**src/rtl/sprite_scheduler.sv**
```systemverilog
// Fixed-priority sprite arbiter for a VGA pixel pipeline: inputs are registered, then the grant is registered.
// Optional feature: define SPRITE_COLLISION_EN to add the collision pulse and per-frame collision counter.
module sprite_scheduler #(
    parameter int ELEMENT = 5,
    parameter int NREQ    = 4
) (
    input  logic                    clk,
    input  logic                    reset,
    input  logic                    active,
    input  logic                    frame_start,
    input  logic [NREQ-1:0]         req_en,
    input  logic [NREQ*ELEMENT-1:0] req_elem,
    input  logic [NREQ*10-1:0]      req_addr,
    output logic                    ready,
    output logic [ELEMENT-1:0]      element,
    output logic [9:0]              address,
    output logic [NREQ-1:0]         grant
`ifdef SPRITE_COLLISION_EN
    ,
    output logic                    collision,
    output logic [15:0]             collision_count
`endif
);

    typedef enum logic [1:0] {IDLE, RUN, BLANK} state_t;

    state_t state_reg, state_next;

    logic               active_reg;
    logic               frame_start_reg;
    logic [NREQ-1:0]    req_en_reg;
    logic [ELEMENT-1:0] elem_reg [NREQ];
    logic [9:0]         addr_reg [NREQ];

    logic               grant_valid;
    logic [NREQ-1:0]    grant_oh;
    logic [ELEMENT-1:0] elem_sel;
    logic [9:0]         addr_sel;

    // Input sample stage: the FSM and arbiter only ever see registered pixel inputs.
    always_ff @(posedge clk or negedge reset) begin
        if (!reset) begin
            active_reg      <= 1'b0;
            frame_start_reg <= 1'b0;
            req_en_reg      <= '0;
        end else begin
            active_reg      <= active;
            frame_start_reg <= frame_start;
            req_en_reg      <= req_en;
        end
    end

    for (genvar gi = 0; gi < NREQ; gi++) begin : g_req
        always_ff @(posedge clk or negedge reset) begin
            if (!reset) begin
                elem_reg[gi] <= '0;
                addr_reg[gi] <= '0;
            end else begin
                elem_reg[gi] <= req_elem[gi*ELEMENT +: ELEMENT];
                addr_reg[gi] <= req_addr[gi*10 +: 10];
            end
        end
    end

    always_ff @(posedge clk or negedge reset) begin
        if (!reset) begin
            state_reg <= IDLE;
        end else begin
            state_reg <= state_next;
        end
    end

    // A frame restart overrides the current state from anywhere, including IDLE.
    always_comb begin
        state_next = state_reg;
        if (frame_start_reg) begin
            state_next = active_reg ? RUN : BLANK;
        end else begin
            case (state_reg)
                RUN:     if (!active_reg) state_next = BLANK;
                BLANK:   if (active_reg)  state_next = RUN;
                default: state_next = state_reg;
            endcase
        end
    end

    // Granting on the next state makes the same-cycle active value decide the pixel.
    always_comb begin
        grant_valid = (state_next == RUN) && (|req_en_reg);
        grant_oh    = req_en_reg & (~req_en_reg + NREQ'(1));
        elem_sel    = '0;
        addr_sel    = '0;
        for (int i = 0; i < NREQ; i++) begin
            elem_sel = elem_sel | (elem_reg[i] & {ELEMENT{grant_oh[i]}});
            addr_sel = addr_sel | (addr_reg[i] & {10{grant_oh[i]}});
        end
    end

    always_ff @(posedge clk or negedge reset) begin
        if (!reset) begin
            ready   <= 1'b0;
            grant   <= '0;
            element <= '0;
            address <= '0;
        end else begin
            ready <= grant_valid;
            grant <= grant_valid ? grant_oh : '0;
            if (grant_valid) begin
                element <= elem_sel;
                address <= addr_sel;
            end
        end
    end

`ifdef SPRITE_COLLISION_EN
    logic        multi_hit;
    logic        collision_next;
    logic [15:0] count_next;

    // Any set bit besides the winner means at least two sprites overlap this pixel.
    always_comb begin
        multi_hit      = |(req_en_reg & ~grant_oh);
        collision_next = grant_valid && multi_hit;
        count_next     = collision_count;
        if (frame_start_reg) begin
            count_next = collision_next ? 16'd1 : 16'd0;
        end else if (collision_next && (collision_count != 16'hFFFF)) begin
            count_next = collision_count + 16'd1;
        end
    end

    always_ff @(posedge clk or negedge reset) begin
        if (!reset) begin
            collision       <= 1'b0;
            collision_count <= '0;
        end else begin
            collision       <= collision_next;
            collision_count <= count_next;
        end
    end
`endif

endmodule

```
**config.mk**
```make
export PLATFORM = sky130hd
export DESIGN_NAME = sprite_scheduler
export DESIGN_NICKNAME = d
export VERILOG_FILES = /design/src/rtl/sprite_scheduler.sv
export SDC_FILE = /design/constraint.sdc
export NUM_CORES = 1
export LEC_CHECK = 0
export ABC_AREA = 1
export CORE_ASPECT_RATIO = 0.7
export CORE_MARGIN = 2
export CORE_UTILIZATION = 47
export DETAILED_ROUTE_END_ITERATION = 12
export PLACE_DENSITY_LB_ADDON = 0.08
export SETUP_SLACK_MARGIN = 0.5
export SLEW_MARGIN = 20
export SYNTH_ARGS = -nofsm -noshare
export SYNTH_HDL_FRONTEND = slang
export SYNTH_SLANG_ARGS = --single-unit
```
**constraint.sdc**
```tcl
create_clock -name clk -period 2 [get_ports clk]
set_input_delay 0.4 -clock clk [delete_from_list [all_inputs] [get_ports clk]]
set_output_delay 0.4 -clock clk [all_outputs]
set_load 0.1 [all_outputs]
```
After elaboration in Yosys (flattened, before gate mapping)

Cells that the tools add are included.

Logic and storage cells: 44
Output and inout port bits: 20
Register bits: 88
Bits of input ports: 68

Add/subtract/negate cells: 1
Equality and inequality tests: 3
Bitwise operators: 16
Reduce and logical (&&, ||, !) cells: 2
Mux-type cells: 6

Operators with widths:

| cell                                          | number |
|---|---|
| bitwise AND 10 bit                            | 4 |
| bitwise OR 10 bit                             | 3 |
| bitwise AND 5 bit                             | 4 |
| bitwise OR 5 bit                              | 3 |
| two-way mux 2 bit                             | 4 |
| adder 4 x 1 -> 4 bit, second input constant   | 1 |
| bitwise AND 4 bit                             | 1 |
| == test 2 x 1 -> 1 bit, second input constant | 2 |
| two-way mux 4 bit                             | 1 |
| inverter 4 bit                                | 1 |
| one-hot mux 2 bit (2 select lines)            | 1 |
| OR reduction 4 bit                            | 1 |
| == test 2 bit, second input constant          | 1 |
| logical AND 1 bit                             | 1 |

Longest topological paths before layout

Gate-level depths: netlist of run 1.

Depth in word-level cells: 7
Depth in mapped cells: 11
Depth with buffers taken out: 10

Worst setup path before layout of run 1

Ideal clock, no wire load.

Kind: register to register
Start point: register state_reg[0]
End point: register address[4]
Buffers on the path: 1
Data required time: 1.878 ns
Arrival: 1.528 ns
Cell stages (with the launch flop): 12
Slack: 0.349 ns
Setup time: 0.122 ns
Period minus slack after synthesis: 1.651 ns
Path through: dfrtp_1 > inv_1 > ha_1 > inv_1 > nand2_1 > nand3_1 > nand2_1 > a21oi_4 > nand2_2 > buf_6 > nand2_1 > nand2_1

Word-level cells in the longest chain between the ends: 5
Elaborated cells on any way between the ends: 8
Those cells by class: eq/ne: 3; mux: 4; reduce/logical: 1

Ends and longest elaborated chain:

| what                                   | line | RTL |
|---|---|---|
| start, declared                        | 27   | `state_t state_reg, state_next;` |
| start signal, assigned                 | 69   | `state_reg <= state_next;` |
| == test 2 bit (tied with other cells)  | 79   | `case (state_reg)` |
| one-hot mux 2 bit (2 select lines) (*) | 79   |  |
| two-way mux 2 bit (*)                  | 76   | `if (frame_start_reg) begin` |
| == test 2 x 1 -> 1 bit (*)             | 89   | `grant_valid = (state_next == RUN) && (\|req_en_reg);` |
| logical AND 1 bit (*)                  | 89   |  |
| end signal, assigned                   | 110  | `address <= addr_sel;` |
| end, declared                          | 16   | `output logic [9:0] address,` |

Every way passes the cells marked *; elsewhere a longest branch is shown, timed or not.
A chain may end at the register's enable or synchronous reset.

Final worst setup path of run 1

Start point: register state_reg[1]
End point: register address[7]

Same word-level chain as after synthesis.

==> results of run 1 <==
[area by class of cell]
type	count	area [sq um]	share of cell area, %
tap	91	114	2.49
clock buffer	9	124	2.71
timing repair buffer	104	1020	22.4
multi-input combinational	165	930	20.3
inverter	16	60.1	1.31
sequential	88	2200	48.2
clock inverter	6	116	2.55
[through the flow]
stage | hold WS (ns) | setup WS [ns] | instance area, sq um | util (%) | instances
2_1_floorplan | 0.104 | 0.421 | 3140 | - | 277
3_3_place_gp | 0.349 | 0.352 | 4050 | 63.9 | 452
3_5_place_dp | 0.354 | 0.273 | 4050 | 63.9 | 452
4_1_cts | 0.457 | 0.404 | 4460 | 70.3 | 478
5_1_grt | 0.453 | 0.263 | 4570 | 72.1 | 479
6_report | 0.477 | 0.307 | 4570 | 72.1 | 479
[worst paths after layout]
path | slack (ns) | from | depth (start not counted) | end
setup / recovery | 0.31 | state_reg[1] | 10 | address[7]
hold reg to reg | 0.49 | element[0] | 2 | element[0]
setup reg to reg | 0.31 | state_reg[1] | 10 | address[7]
min in group asynchronous | 0.51 | reset | 2 | addr_reg[29]
hold / removal | 0.48 | req_addr[36] | 1 | addr_reg[6]
max in group asynchronous | 0.86 | reset | 3 | addr_reg[0]
[cells in the mapped netlist (2+ instances only)]
library cell    n  share of area [%]
nand2_1       113                 14
dfrtp_1        88                 70
nand3_1        16                2.6
inv_1          13                1.6
a21oi_2         9                2.5
a21oi_1         6               0.96
nor2_2          5                1.0
buf_4           4               0.96
buf_6           4                1.4
nor2_1          4               0.48
inv_2           3               0.36
a21oi_4         2                1.0
ha_1            2               0.80
nor2_4          2               0.72
o21ai_1         2               0.32
[cells by family after synthesis]
group	Yosys count	share of synthesized area, %
AO/OA/AOI/OAI	19	4.85
adder cells (fa/ha/maj)	2	0.801
buffers and inverters	25	4.49
flip-flops	88	70.5
AND/OR/NAND/NOR	143	19.4
[what timing repair did]
action | CTS | global route
pin swaps | 4 | 20
endpoints found under the setup margin | 21 | 21
hold buffers | 1 | 0
buffers inserted | 7 | 1
hold endpoints to repair | 30 | 0
resized for setup | 11 | 27
gates cloned | 3 | 0
[power by group through the flow]
stage / sequential, mW / clock, mW / combinational (mW)
after global routing: 2.17 / 1.55 / 2.45
after detailed placement: 2.17 / 0 / 2.04
after global placement: 2.17 / 0 / 2.01
after floorplan: 3.26 / 0 / 0.422
final: 2.15 / 1.45 / 2.35
after CTS: 2.14 / 1.48 / 2.22
[layer usage]
metal | track usage (%) | vias to the layer above
li1 | - | 1071
met4 | 5.71 | 0
met5 | 0 | -
met2 | 28.6 | 62
met1 | 27.7 | 1029
met3 | 6.94 | 8
==> run metrics, run 1 <==
DR vias/cell=4.53; sequential power share=36.2%; clock sinks=88; commonest non-fill, non-tap cells in the layout=101 x nand2_1, 88 x dfrtp_1, 66 x clkdlybuf4s50_1, 29 x buf_4, 12 x nand2_2; Slowest Stage Delay on Critical Path=0.43 ns; GRT Util Overall=19.5%; Buffers & Inverters on Critical Path=3; async set-reset flop share out of synthesis=100%; RSZ-0062 raised after global routing=yes; Worst EP arrival=1.99 ns; Final #Nets=454; number of DRC markers in iteration 0=46; layout filler cell count=454; clk root buf=clkbuf_8; CP max FO=8; Initial Util=49.3%; TNS Setup=0 ns; sequential fraction of the synthesis area=70.5%; DRC=0; Max-Cap Viols=0; post-DP HPWL=4380 microns; Ports=88; Leak Pwr=2.17 nW; synthesized area per cell=11.3 sq um; critical path type=flop to flop; Tot Pwr=5.95 mW; Layout Skew=between 0.008 and 0.009 ns; wire length on met2=3100 microns; First-pass DRT Iterations=4; Core Rows=24; RD Place Congestion=0.795; met3 WL post-DR=roughly 370 microns; H-Tree Level Count=3; Metal-1 WL=3130 microns; IO Port Bufs=slightly below 90; Max-slew headroom=73.9%; crit-path leading delay family=flip-flops; HP Class=input port to flop; antenna violations before repair=0; Net Sw Power=roughly 2.5 mW; Post-synth EDFFs=0; Most used DFF post-synth=dfrtp_1; final worst path period share=a little over four fifths; number of warning messages in the yosys log=0; critical path required time=2.30 ns; pwr dens=1300 nW/um^2; TritonCTS buffer count=9; CTS tree=yes; final wirelength=6670 microns; vias in the first global route=around 2000; logic gate share of total power=39.4%; Peak Freq=591 MHz; ant diodes=0; Final setup viols=0; Hold Fails Final Rpt=0; Synth Register Bits=88; drt wl/cell=~14 microns; Syn Nets=347; minimum clock period=1.69 ns; switching share of power=roughly 41%; cell area after synthesis=~3100 sq um; CORE AREA=6340 sq um; maximum VDD drop=approximately 0.77 mV; first-pass GRT wire length=10300 microns; Largest register FFs=40; power share of the clock group=24.4%; CTS Buffer Depth=2; layout cells sized above 1=27.1%; Worst-Margin Slew=0.392 ns; Yosys cell types=19; Power Internal=3.49 mW; Clk Latency, worst-skew pair=0.35 ns; Critical Path Sink Type=flop; grt total ovfl=0; worst path cell trace=ha_4 > inv_2 > nand2_2 > nand3_2 > nand2_2 > a21oi_4 > buf_12 > buf_12 > nand3_2 > nand2_1; largest net degree at the start of global routing=38; Max Slew Vio Count=0; Area Growth Syn to Fin=46.3%; status=finished, final reports clean; slowest cell on the critical path=dfrtp_1; startpoint types=flop; chip width=101 microns; die height=72.2 microns; Highest Signal Layer=met4; die footprint=between 7000 and 8000 sq um; routed via count=2170; Worst-path clk slew=0.09 ns; Post-DRT Antenna Nets=0; Synth Instances=277; commonest non-fill, non-tap cell in the layout=nand2_1
Note: power is estimated with default switching activity, not from simulation.
==> run 2, diff against run 1 <==
- clock period: 2 -> 1.6 ns (I/O delays scaled with it)
==> run metrics, run 2 (synthesis results as in run 1) <==
Area Growth Syn to Fin=50.7%; placed inst area=4390 sq um; Worst-path clk slew=roughly 0.090 ns; Hold Fails Final Rpt=0; register area=around 2200 sq um; routed via count=2152; commonest non-fill, non-tap cell in the layout=nand2_1; maximum VDD drop=0.944 mV; commonest non-fill, non-tap cells in the layout=109 x nand2_1, 68 x dfrtp_1, 66 x clkdlybuf4s50_1, 23 x buf_12, 20 x dfrtp_2; Worst-Margin Slew=0.351 ns; Tot Pwr=7.73 mW; first-pass GRT wire length=10400 microns; Max-slew headroom=76.6%; H-Tree Level Count=3; Initial Util=49.3%; Final #Nets=453; Placed Instances=455; CORE AREA=6340 sq um; CTS tree=yes; pwr dens=1640 nW/um^2; First-pass DRT Iterations=4; Peak Freq=between 600 and 700 MHz; CTS Buffer Depth=2; DR vias/cell=4.49; area occupied by multi-input gates=815 sq um; startpoint types=flop; final non-filler cell total=479; chip width=~100 microns; die height=approximately 72 microns; Max-Cap Viols=0; largest net degree at the start of global routing=55; Final setup viols=0; grt total ovfl=0; die footprint=around 7300 sq um; path depth of the worst reg2reg path=9; Leak Pwr=2.18 nW; layout cells sized above 1=27.8%; vias in the first global route=2110; Worst EP arrival=1.81 ns; clk root buf=clkbuf_8; antenna violations before repair=0; Ports=88; Clk Latency, worst-skew pair=0.35 ns; clock sinks=88; post-route cell area=4710 sq um; GRT Util Overall=19.3%; TritonCTS buffer count=9; critical path type=flop to flop; minimum clock period=1.56 ns; drt wl/cell=13.2 microns; RD Place Congestion=0.843; Layout Skew=0.00936 ns; Core Rows=24; RSZ-0062 raised after global routing=yes; DRC=0; status=finished, final reports clean; final wirelength=between 6000 and 7000 microns; number of DRC markers in iteration 0=between 60 and 70; Largest register FFs=40; hold depth=1; ant diodes=0; Critical Path Sink Type=flop; critical path required time=1.85 ns; final worst path period share=97.6%; Post-DRT Antenna Nets=0; layout filler cell count=between 400 and 500; Util after Layout=74.3%; Max Slew Vio Count=0; CP max FO=20; IO Port Bufs=87; HP Class=input port to flop; post-DP HPWL=4640 microns
==> run 2: cell count changes in the layout (fill, tap and decap cells not counted), sizes merged <==
| cell | change |
|---|---|
| inv | -1 |
| clkinv | +1 |
| clkinvlp | +1 |
| bufinv | -1 |
| clkbuf | +1 |
| nand2 | -1 |
==> run 2: path summary, 6_finish.rpt <==
check	startpoint	end	slack (ns)
hold reg to reg	address[8]	address[8]	0.53
min in group asynchronous	reset	address[3]	0.42
max in group asynchronous	reset	address[4]	0.62
setup reg to reg	state_reg[1]	address[4]	0.04
hold / removal	req_en[0]	req_en_reg[0]	0.40
setup / recovery	state_reg[1]	address[4]	0.04
==> run 2: timing repair <==
action / 4_1_cts / 5_1_grt
hold buffers: 1 / 0
endpoints found under the hold margin: 20 / 0
pin swaps: 2 / 3
gates cloned: 0 / 0
endpoints found under the setup margin: 42 / 45
buffers inserted: 7 / 0
gates resized for setup: 2 / 7
==> run 2: layout make-up <==
| cell class | count | share of cell area (%) |
|---|---|---|
| clock inverters | 6 | 1.91 |
| flip-flops and latches | 88 | 47.3 |
| multi-input cells | 164 | 17.3 |
| repair buffers | 104 | 26.8 |
| well taps | 91 | 2.42 |
| inverters | 16 | 1.28 |
| clock buffers | 10 | 2.92 |
==> run 2: worst max-delay path, cell delays in order (launching register included) <==
cell and delay, ns:
dfrtp_1 0.43, ha_4 0.31, nor2_1 0.04, nor2_1 0.08, nor2_1 0.07, a21oi_4 0.16, nand2_2 0.08, buf_12 0.16
nand2_1 0.06, nand2_1 0.05
==> run 2: where the power goes <==
group	switching (mW)	internal, mW	total [mW]
combinational	1.99	1.23	3.22
sequential	0.259	2.55	2.80
clock	0.773	0.927	1.70
total	3.02	4.71	7.73
==> run 2: through the flow <==
stage	hold WS [ns]	worst slack (ns)	setup TNS, ns
global route	0.373	-0.0792	-0.867
CTS	0.387	0.0232	0
finish	0.396	0.0378	0
detailed placement	0.240	-0.0251	-0.0455
floorplan	0.0244	0.0291	0
global placement	0.238	0.0654	0
==> run 2: per-layer routing <==
metal / GRT usage (%) / vias to the layer above / routed length (microns)
li1: - / 1064 / -
met1: 28.8 / 1022 / 2970
met2: 27.8 / 57 / 2960
met5: 0 / - / 0
met3: 5.59 / 9 / 299
met4: 6.16 / 0 / 86
==> run 3, diff against run 2 <==
- CTS_BUF_LIST: unset -> sky130_fd_sc_hd__clkbuf_8 sky130_fd_sc_hd__clkbuf_16
==> results of run 3 <==
Final layout, timing and power as in run 2 (identical DEF).
